## src/rtl/uart_rx_oversampler.sv

```systemverilog
// uart_rx_oversampler: 16x oversampling UART receiver with 3-sample majority vote,
// optional parity, frame/parity/break flags and a valid/ready holding register.
// Optional feature macro: UART_RX_NOISE_FLAG_EN adds noise_err (non-unanimous vote seen).
module uart_rx_oversampler #(
    parameter int OVERSAMPLE  = 16,
    parameter int DATA_BITS   = 8,
    parameter int SYNC_STAGES = 2
) (
    input  logic       clk,
    input  logic       reset,
    input  logic       tick,
    input  logic       rx,
    input  logic       parity_en,
    input  logic       parity_odd,
    output logic [7:0] data,
    output logic       valid,
    input  logic       ready,
    output logic       frame_err,
    output logic       parity_err,
    output logic       break_det,
    output logic       overrun,
    output logic       busy
`ifdef UART_RX_NOISE_FLAG_EN
    ,
    output logic       noise_err
`endif
);
    localparam int CW = $clog2(OVERSAMPLE);
    localparam logic [CW-1:0] C_M1   = CW'(OVERSAMPLE / 2 - 1);
    localparam logic [CW-1:0] C_M    = CW'(OVERSAMPLE / 2);
    localparam logic [CW-1:0] C_P1   = CW'(OVERSAMPLE / 2 + 1);
    localparam logic [CW-1:0] C_LAST = CW'(OVERSAMPLE - 1);
    localparam logic [2:0]    I_LAST = 3'(DATA_BITS - 1);

    localparam logic [2:0] IDLE   = 3'd0;
    localparam logic [2:0] START  = 3'd1;
    localparam logic [2:0] DATA   = 3'd2;
    localparam logic [2:0] PARITY = 3'd3;
    localparam logic [2:0] STOP   = 3'd4;

    logic [SYNC_STAGES-1:0] sync;
    logic                   rx_s;
    logic [2:0]             state;
    logic [CW-1:0]          cnt;
    logic [2:0]             idx;
    logic                   s0, s1;
    logic                   maj;
    logic                   at_vote, at_wrap;
    logic                   pen_r, podd_r;
    logic [7:0]             fdata;
    logic                   pbit, perr_f;
    logic                   done;
    logic                   fe_n, bd_n;

    assign rx_s    = sync[SYNC_STAGES-1];
    assign maj     = (s0 & s1) | (s0 & rx_s) | (s1 & rx_s);
    assign at_vote = tick && cnt == C_P1;
    assign at_wrap = tick && cnt == C_LAST;
    assign done    = state == STOP && at_vote;
    assign fe_n    = !maj;
    assign bd_n    = fdata == 8'd0 && !(pen_r && pbit) && !maj;
    assign busy    = state != IDLE;

`ifdef UART_RX_NOISE_FLAG_EN
    logic split, noise_f;
    assign split = !(s0 == s1 && s1 == rx_s);
`endif

    // rx metastability synchroniser, idles high
    always_ff @(posedge clk) begin
        if (reset) sync <= '1;
        else       sync <= {sync[SYNC_STAGES-2:0], rx};
    end

    // sample counter, mid-bit captures and frame state machine
    always_ff @(posedge clk) begin
        if (reset) begin
            state  <= IDLE;
            cnt    <= '0;
            idx    <= '0;
            s0     <= 1'b1;
            s1     <= 1'b1;
            pen_r  <= 1'b0;
            podd_r <= 1'b0;
            fdata  <= '0;
            pbit   <= 1'b0;
            perr_f <= 1'b0;
`ifdef UART_RX_NOISE_FLAG_EN
            noise_f <= 1'b0;
`endif
        end else if (tick) begin
            if (state == IDLE) begin
                if (!rx_s) begin
                    state  <= START;
                    cnt    <= CW'(1);
                    idx    <= '0;
                    pen_r  <= parity_en;
                    podd_r <= parity_odd;
                    fdata  <= '0;
                    pbit   <= 1'b0;
                    perr_f <= 1'b0;
`ifdef UART_RX_NOISE_FLAG_EN
                    noise_f <= 1'b0;
`endif
                end
            end else begin
                cnt <= cnt + CW'(1);
                if (cnt == C_M1) s0 <= rx_s;
                if (cnt == C_M)  s1 <= rx_s;
`ifdef UART_RX_NOISE_FLAG_EN
                if (at_vote && split) noise_f <= 1'b1;
`endif
                case (state)
                    START: begin
                        if (at_vote && maj) begin
                            state <= IDLE;
                            cnt   <= '0;
                        end else if (at_wrap) begin
                            state <= DATA;
                            idx   <= '0;
                        end
                    end
                    DATA: begin
                        if (at_vote) fdata[idx] <= maj;
                        if (at_wrap) begin
                            idx   <= idx + 3'd1;
                            state <= idx == I_LAST ? (pen_r ? PARITY : STOP) : DATA;
                        end
                    end
                    PARITY: begin
                        if (at_vote) begin
                            pbit   <= maj;
                            perr_f <= ^fdata ^ maj ^ podd_r;
                        end
                        if (at_wrap) state <= STOP;
                    end
                    STOP: begin
                        if (at_vote) begin
                            state <= IDLE;
                            cnt   <= '0;
                        end
                    end
                    default: begin
                        state <= IDLE;
                        cnt   <= '0;
                    end
                endcase
            end
        end
    end

    // holding register with valid/ready handshake and overrun detection
    always_ff @(posedge clk) begin
        if (reset) begin
            data       <= '0;
            valid      <= 1'b0;
            frame_err  <= 1'b0;
            parity_err <= 1'b0;
            break_det  <= 1'b0;
            overrun    <= 1'b0;
`ifdef UART_RX_NOISE_FLAG_EN
            noise_err  <= 1'b0;
`endif
        end else begin
            overrun <= 1'b0;
            if (done && (!valid || ready)) begin
                data       <= fdata;
                valid      <= 1'b1;
                frame_err  <= fe_n;
                parity_err <= perr_f;
                break_det  <= bd_n;
`ifdef UART_RX_NOISE_FLAG_EN
                noise_err  <= noise_f | split;
`endif
            end else if (done) begin
                overrun <= 1'b1;
            end else if (valid && ready) begin
                valid <= 1'b0;
            end
        end
    end
endmodule

```

## config.mk

```make
export PLATFORM = sky130hd
export DESIGN_NAME = uart_rx_oversampler
export DESIGN_NICKNAME = d
export VERILOG_FILES = /design/src/rtl/uart_rx_oversampler.sv
export SDC_FILE = /design/constraint.sdc
export NUM_CORES = 1
export LEC_CHECK = 0
export BUFFER_PORTS_ARGS = -buffer_cell sky130_fd_sc_hd__buf_2
export CAP_MARGIN = 20
export CORE_MARGIN = 1.5
export CORE_UTILIZATION = 35
export DETAILED_ROUTE_END_ITERATION = 8
export RECOVER_POWER = 50
export SETUP_SLACK_MARGIN = 0.2
export SYNTH_ARGS = -nofsm -noshare
export SYNTH_HDL_FRONTEND = slang
export SYNTH_SLANG_ARGS = --single-unit
```

## constraint.sdc

```tcl
create_clock -name clk -period 2 [get_ports clk]
set_input_delay 0 -clock clk [delete_from_list [all_inputs] [get_ports clk]]
set_output_delay 0 -clock clk [all_outputs]
set_load 0.01 [all_outputs]
```

Word level (Yosys, flattened, before mapping)
Index checks and enable logic that the tools add are counted.
- flip-flop bits (word level): 39
- bits in latches: 0
- memory bits (writable): 0
- ROM bits: 0
- input bits: 7
- output and inout bits: 14
- word-level logic and storage cells: 120
- memories kept: 0
- add/sub/neg operators: 2
- multiply operators: 0
- divide/modulo/power cells: 0
- magnitude comparators: 2
- equal/unequal tests: 17
- shift operators: 0
- mux-type cells: 39
- bitwise operators: 9
- reductions and logical operators: 34
- operators with widths (kind ; count):
    3-bit two-way mux ; 14
    8-bit two-way mux ; 4
    4-bit two-way mux ; 4
    4-bit == test (second input constant) ; 3
    1-bit two-way mux ; 12
    3-bit != test (second input constant) ; 4
    3-bit one-hot mux with 4 select lines ; 1
    4-bit one-hot mux with 3 select lines ; 1
    6-bit AND reduction ; 2
    1-bit logical AND ; 10
    3-bit AND reduction ; 3
    8-bit bitwise mux ; 1
    8-bit logical NOT ; 1
    4-bit AND reduction ; 2
    2-bit nonzero test ; 4
    8-bit parity ; 1
    3-bit by 2-bit == test with 1-bit output (second input constant) ; 2
    3-bit == test (second input constant) ; 2
    3-bit one-hot mux with 2 select lines ; 1
    3-bit nonzero test ; 2
    4-bit by 1-bit adder with 4-bit output (second input constant) ; 1
    4-bit by 3-bit == test with 1-bit output (second input constant) ; 1
    3-bit by 4-bit less-than comparator with 1-bit output (second input constant) ; 1
    4-bit != test (second input constant) ; 1
    other kinds (16) ; 25

Depth between registers and ports, before layout
- depth after elaboration: 8
- gate-level depth with buffers: 8
- depth with buffers taken out: 6

Worst setup path before layout
No wires, ideal clock.
- kind: register to register
- start: reg cnt[1]
- end: reg state[0]
- setup time: 0.123 ns
- arrival time: 1.641 ns
- data required time: 1.877 ns
- setup slack: 0.235 ns
- cell stages (with the launch flop): 8
- path buffers: 1
- period minus slack after synthesis: 1.765 ns
- cells stage by stage: dfxtp_1 > inv_1 > ha_1 > and4b_1 > buf_6 > a311o_1 > o211ai_2 > mux2_1
- cells in the longest elaborated chain, start to end: 6
- elaborated cells between the ends (all ways): 13
- classes of those cells: 6 x eq/ne; 3 x mux; 4 x reduce/logical
- ends and longest elaborated chain (what ; RTL line ; source):
    from (decl) ; 44 ; logic [CW-1:0] cnt;
    from (signal assigned) ; 107 ; cnt <= cnt + CW'(1);
    4-bit == test ; 57 ; assign at_vote = tick && cnt == C_P1;
    1-bit logical AND ; 57 ;
    1-bit logical AND ; 115 ; if (at_vote && maj) begin
    3-bit two-way mux ; 115 ;
    3-bit one-hot mux with 4 select lines ; 113 ; case (state)
    3-bit two-way mux ; 92 ; if (state == IDLE) begin
    to (signal assigned) ; 127 ; state <= idx == I_LAST ? (pen_r ? PARITY : STOP) : DATA;
    to (decl) ; 43 ; logic [2:0] state;
Parallel ways exist; a longest one is shown, timed or not.
A chain may end at the register's enable or synchronous reset.

Final worst setup path
- start: reg cnt[1]
- end: reg data[2]
- cells in the longest elaborated chain, start to end: 4
- ends and longest elaborated chain (what ; RTL line ; source):
    4-bit == test ; 57 ;
    1-bit logical AND ; 57 ;
    1-bit logical AND ; 59 ; assign done = state == STOP && at_vote;
    1-bit logical AND ; 166 ; if (done && (!valid || ready)) begin
    to (signal assigned) ; 167 ; data <= fdata;
    to (decl) ; 15 ; output logic [7:0] data,
No other way between the ends.

==> impl_results.html <==
<table>
<tr><th>Metric</th><th>Value</th></tr>
<tr><th colspan="2">Routing</th></tr>
<tr><td>Number of DRC violations after detailed-routing iteration 0</td><td>65</td></tr>
<tr><td>Total number of vias</td><td>1755</td></tr>
<tr><td>Number of antenna-violating nets in the routed design</td><td>0</td></tr>
<tr><td>Post-route DRC</td><td>0</td></tr>
<tr><td>Average routed wire per standard cell</td><td>13.4 microns</td></tr>
<tr><td>Vias per std cell</td><td>5.12</td></tr>
<tr><td>Initial DRT Pass Iterations</td><td>4</td></tr>
<tr><td>WL final</td><td>4.58 mm</td></tr>
<tr><th colspan="2">Critical path</th></tr>
<tr><td>Worst endpoint required time</td><td>2.17 ns</td></tr>
<tr><td>CP startpoint kind</td><td>register</td></tr>
<tr><td>Worst setup EP type</td><td>register</td></tr>
<tr><td>Path type of the worst setup path</td><td>reg -&gt; reg</td></tr>
<tr><td>Family with the most delay on the worst path</td><td>simple AND/OR/NAND/NOR gates</td></tr>
<tr><td>Peak fanout along the critical path</td><td>11</td></tr>
<tr><td>Critical-path top delay cell</td><td>dfxtp_1</td></tr>
<tr><td>CP cell instances</td><td>inv_2 -&gt; ha_1 -&gt; and4b_1 -&gt; buf_4 -&gt; nand4_1 -&gt; buf_6 -&gt; mux2i_1 -&gt; nor2_1</td></tr>
<tr><td>Critical path buffer and inverter count</td><td>3</td></tr>
<tr><td>Worst EP arrival</td><td>1.92 ns</td></tr>
<tr><td>Largest incremental delay on the critical path</td><td>0.39 ns</td></tr>
<tr><th colspan="2">STA</th></tr>
<tr><td>Max-slew violation total from the final report</td><td>0</td></tr>
<tr><td>Sum of negative setup slack</td><td>0 ns</td></tr>
<tr><td>Achievable frequency</td><td>571 MHz</td></tr>
<tr><td>Worst slew margin relative to its limit</td><td>65.2%</td></tr>
<tr><td>Period Utilization, post-route</td><td>87.6%</td></tr>
<tr><td>Least-Margin Pin Slew</td><td>0.522 ns</td></tr>
<tr><td>Tmin final</td><td>1.75 ns</td></tr>
<tr><td>Final hold violation count</td><td>0</td></tr>
<tr><td>Worst clock skew</td><td>0.00259 ns</td></tr>
<tr><td>Final setup violation count</td><td>0</td></tr>
<tr><td>Worst hold margin</td><td>0.0262 ns</td></tr>
<tr><td>Unrepaired setup endpoints after global routing</td><td>yes</td></tr>
<tr><th colspan="2">Synth</th></tr>
<tr><td>Async SR Flop Fraction</td><td>0%</td></tr>
<tr><td>Number of warnings reported in the yosys synthesis log</td><td>0</td></tr>
<tr><td>Post-synth top flop</td><td>dfxtp_1</td></tr>
<tr><td>Mean cell area of the mapped netlist</td><td>8.64 sq um</td></tr>
<tr><td>Number of enable-type register cells in the synthesized netlist</td><td>0</td></tr>
<tr><td>Count of state elements after synthesis</td><td>39</td></tr>
<tr><td>Synthesized net count</td><td>258</td></tr>
<tr><td>Number of distinct standard cells referenced by the synthesized netlist</td><td>53</td></tr>
<tr><td>Seq/Total Area, Yosys</td><td>37.3%</td></tr>
<tr><td>Synthesized instance count</td><td>242</td></tr>
<tr><td>Post-synthesis instance area</td><td>2090 sq um</td></tr>
<tr><th colspan="2">Status</th></tr>
<tr><td>Run status</td><td>complete, no violations</td></tr>
<tr><th colspan="2">Placement</th></tr>
<tr><td>PortBufs</td><td>20</td></tr>
<tr><td>Final HPWL DP</td><td>3.16 mm</td></tr>
<tr><td>RD Place Congestion</td><td>0.796</td></tr>
<tr><th colspan="2">GRT</th></tr>
<tr><td>Antenna violations before repair</td><td>0</td></tr>
<tr><td>Global-route wire length before repair</td><td>7.62 mm</td></tr>
<tr><td>Total routing resource utilization after global routing</td><td>15.2%</td></tr>
<tr><td>Vias in the first global route</td><td>1609</td></tr>
<tr><td>Maximum number of pins on one net before global-route repair</td><td>31</td></tr>
<tr><td>GRT overflow</td><td>0</td></tr>
<tr><th colspan="2">Power and ir drop</th></tr>
<tr><td>Total power divided by cell area</td><td>596 nW/um^2</td></tr>
<tr><td>Static Leak</td><td>0.928 nW</td></tr>
<tr><td>Total power consumption of the routed design</td><td>1.44 mW</td></tr>
<tr><td>Largest voltage drop on the vdd net</td><td>293 uV</td></tr>
<tr><th colspan="2">Floorplanning</th></tr>
<tr><td>Initial Utilization</td><td>37.1%</td></tr>
<tr><td>Cell row count</td><td>27</td></tr>
<tr><td># IOs</td><td>21</td></tr>
<tr><td>Core region area</td><td>5640 sq um</td></tr>
<tr><td>Total Die Area</td><td>6450 sq um</td></tr>
<tr><td>Die span in x</td><td>80.3 microns</td></tr>
<tr><td>Die height</td><td>80.3 microns</td></tr>
<tr><th colspan="2">Finish</th></tr>
<tr><td>Number of nets in the final layout</td><td>286</td></tr>
<tr><td>Number of antenna repair diodes</td><td>0</td></tr>
<tr><td>Filler instances</td><td>594</td></tr>
<tr><td>Most frequent cells in the layout</td><td>dfxtp_1 (35), nor2_1 (26), o21ai_0 (21), mux2i_1 (14), clkbuf_1 (14)</td></tr>
<tr><td>Layout area overhead</td><td>15.6%</td></tr>
<tr><td>Area occupied by registers</td><td>786 sq um</td></tr>
<tr><td>Combined area of the multi-input logic cells</td><td>1190 sq um</td></tr>
<tr><td>Commonest non-fill, non-tap cell in the layout</td><td>dfxtp_1</td></tr>
<tr><td>Layout cells sized above 1</td><td>14.8%</td></tr>
<tr><th colspan="2">Min path</th></tr>
<tr><td>Hold Path Class</td><td>in -&gt; reg</td></tr>
<tr><th colspan="2">CTS</th></tr>
<tr><td>Cts bufs inserted</td><td>5</td></tr>
<tr><td>Deepest clock path buffer count</td><td>2</td></tr>
<tr><td>TritonCTS sink count</td><td>39</td></tr>
<tr><td>CTS H-tree lvls</td><td>2</td></tr>
<tr><td>Clock transition at the registers of the reported paths</td><td>0.08 ns</td></tr>
<tr><td>Clock network latency to the later pin of the worst-skew pair</td><td>0.29 ns</td></tr>
<tr><td>Clock tree from TritonCTS</td><td>done</td></tr>
<tr><td>Library cell used as clock root buffer</td><td>clkbuf_8</td></tr>
<tr><th colspan="2">Flow run</th></tr>
<tr><td>Maximum Capacitance Violations</td><td>0</td></tr>
</table>
## state kept, by name (all words and copies together) (netlist names), 2 cells and up
signal and count:
cnt 4, data 8, fdata 8, idx 3, state 3, sync 2
## routing by layer
layer / vias to the layer above / track usage, % / share of wire [%]
met5: - / 0 / 0
met4: 0 / 4.14 / 1.2
met3: 6 / 4.43 / 3.4
met2: 22 / 24.2 / 45
met1: 810 / 20.0 / 50
li1: 917 / - / -
## tightest hold or removal path, cell delays in order
cell	delay [ns]
buf_2	0.07
nand2b_1	0.13
nor4_1	0.06
## report_power, final
part | internal [mW] | switching, mW | leakage (nW)
clock | 0.244 | 0.283 | 0.0412
sequential | 0.783 | 0.0114 | 0.317
combinational | 0.0491 | 0.0711 | 0.570
total | 1.08 | 0.365 | 0.928
## layout make-up
class                           instances  share of cell area, %
Clock buffer                            6                   3.00
Clock inverter                          2                  0.518
Inverter                               14                   2.23
Multi-Input combinational cell        175                   49.3
Sequential cell                        39                   32.5
Tap cell                               72                   3.73
Timing Repair Buffer                   35                   8.75
## final timing paths
| kind | from | endpoint | slack [ns] | cells past startpoint |
|---|---|---|---|---|
| min reg2reg | sync[0]$_SDFF_PP1_ | sync[1]$_SDFF_PP1_ | 0.42 | 1 |
| max reg2reg | cnt[1]$_SDFFE_PP0P_ | data[2]$_SDFFE_PP0P_ | 0.25 | 8 |
| min | ready | overrun$_SDFF_PP0_ | 0.03 | 3 |
| max | cnt[1]$_SDFFE_PP0P_ | data[2]$_SDFFE_PP0P_ | 0.25 | 8 |
## cells by family (layout without fill, tap and decap cells)
| logic type | count (synthesis) | after routing | synth area share (%) |
|---|---|---|---|
| AOI/OAI and AO/OA | 59 | 59 | 18.3 |
| DFF | 39 | 39 | 37.3 |
| muxes | 15 | 15 | 7.24 |
| buffers and inverters | 28 | 57 | 6.04 |
| xor gates and xnor gates | 6 | 6 | 2.51 |
| adders and majority gates | 10 | 10 | 5.92 |
| and+or+nand+nor | 85 | 85 | 22.7 |
## timing repair
item / in CTS / in global routing
pin swaps: 1 / 7
setup endpoints to repair: 6 / 18
hold buffers: 3 / 0
endpoints found under the hold margin: 3 / 0
resized for setup: 2 / 9
setup buffers: 2 / 1
## cells in the mapped netlist, types with 2 or more instances
master	count	area share, %
dfxtp_1	39	37
nor2_1	26	4.7
o21ai_0	20	4.8
mux2i_1	14	6.7
inv_1	13	2.3
a21oi_1	12	2.9
nand2b_1	12	3.6
ha_1	9	5.4
clkbuf_1	8	1.4
nand2_1	7	1.3
nand3_1	5	1.2
nor3_1	5	1.2
xnor2_1	5	2.1
nand4_1	4	1.2
nand4b_1	4	1.7
buf_4	3	1.1
nand3b_1	3	1.1
nor2b_1	3	0.90
o211ai_1	3	1.1
o21a_1	3	1.1
o22ai_1	3	0.90
or2_2	3	0.90
or3_1	3	0.90
a31oi_1	2	0.60
buf_2	2	0.48
nor4b_1	2	0.84
o21ai_1	2	0.48
o31ai_1	2	0.72
## through the flow
stage          instance area [sq um]  utilization, %  std cells  setup WS [ns]
2_1_floorplan                   2090               -        242          0.235
3_3_place_gp                    2270            40.3        329         0.0157
3_5_place_dp                    2270            40.3        329         0.0951
4_1_cts                         2410            42.8        342          0.214
5_1_grt                         2420            42.8        343          0.134
6_report                        2420            42.8        343          0.249
No activity file was read; power rests on OpenSTA's default activity.
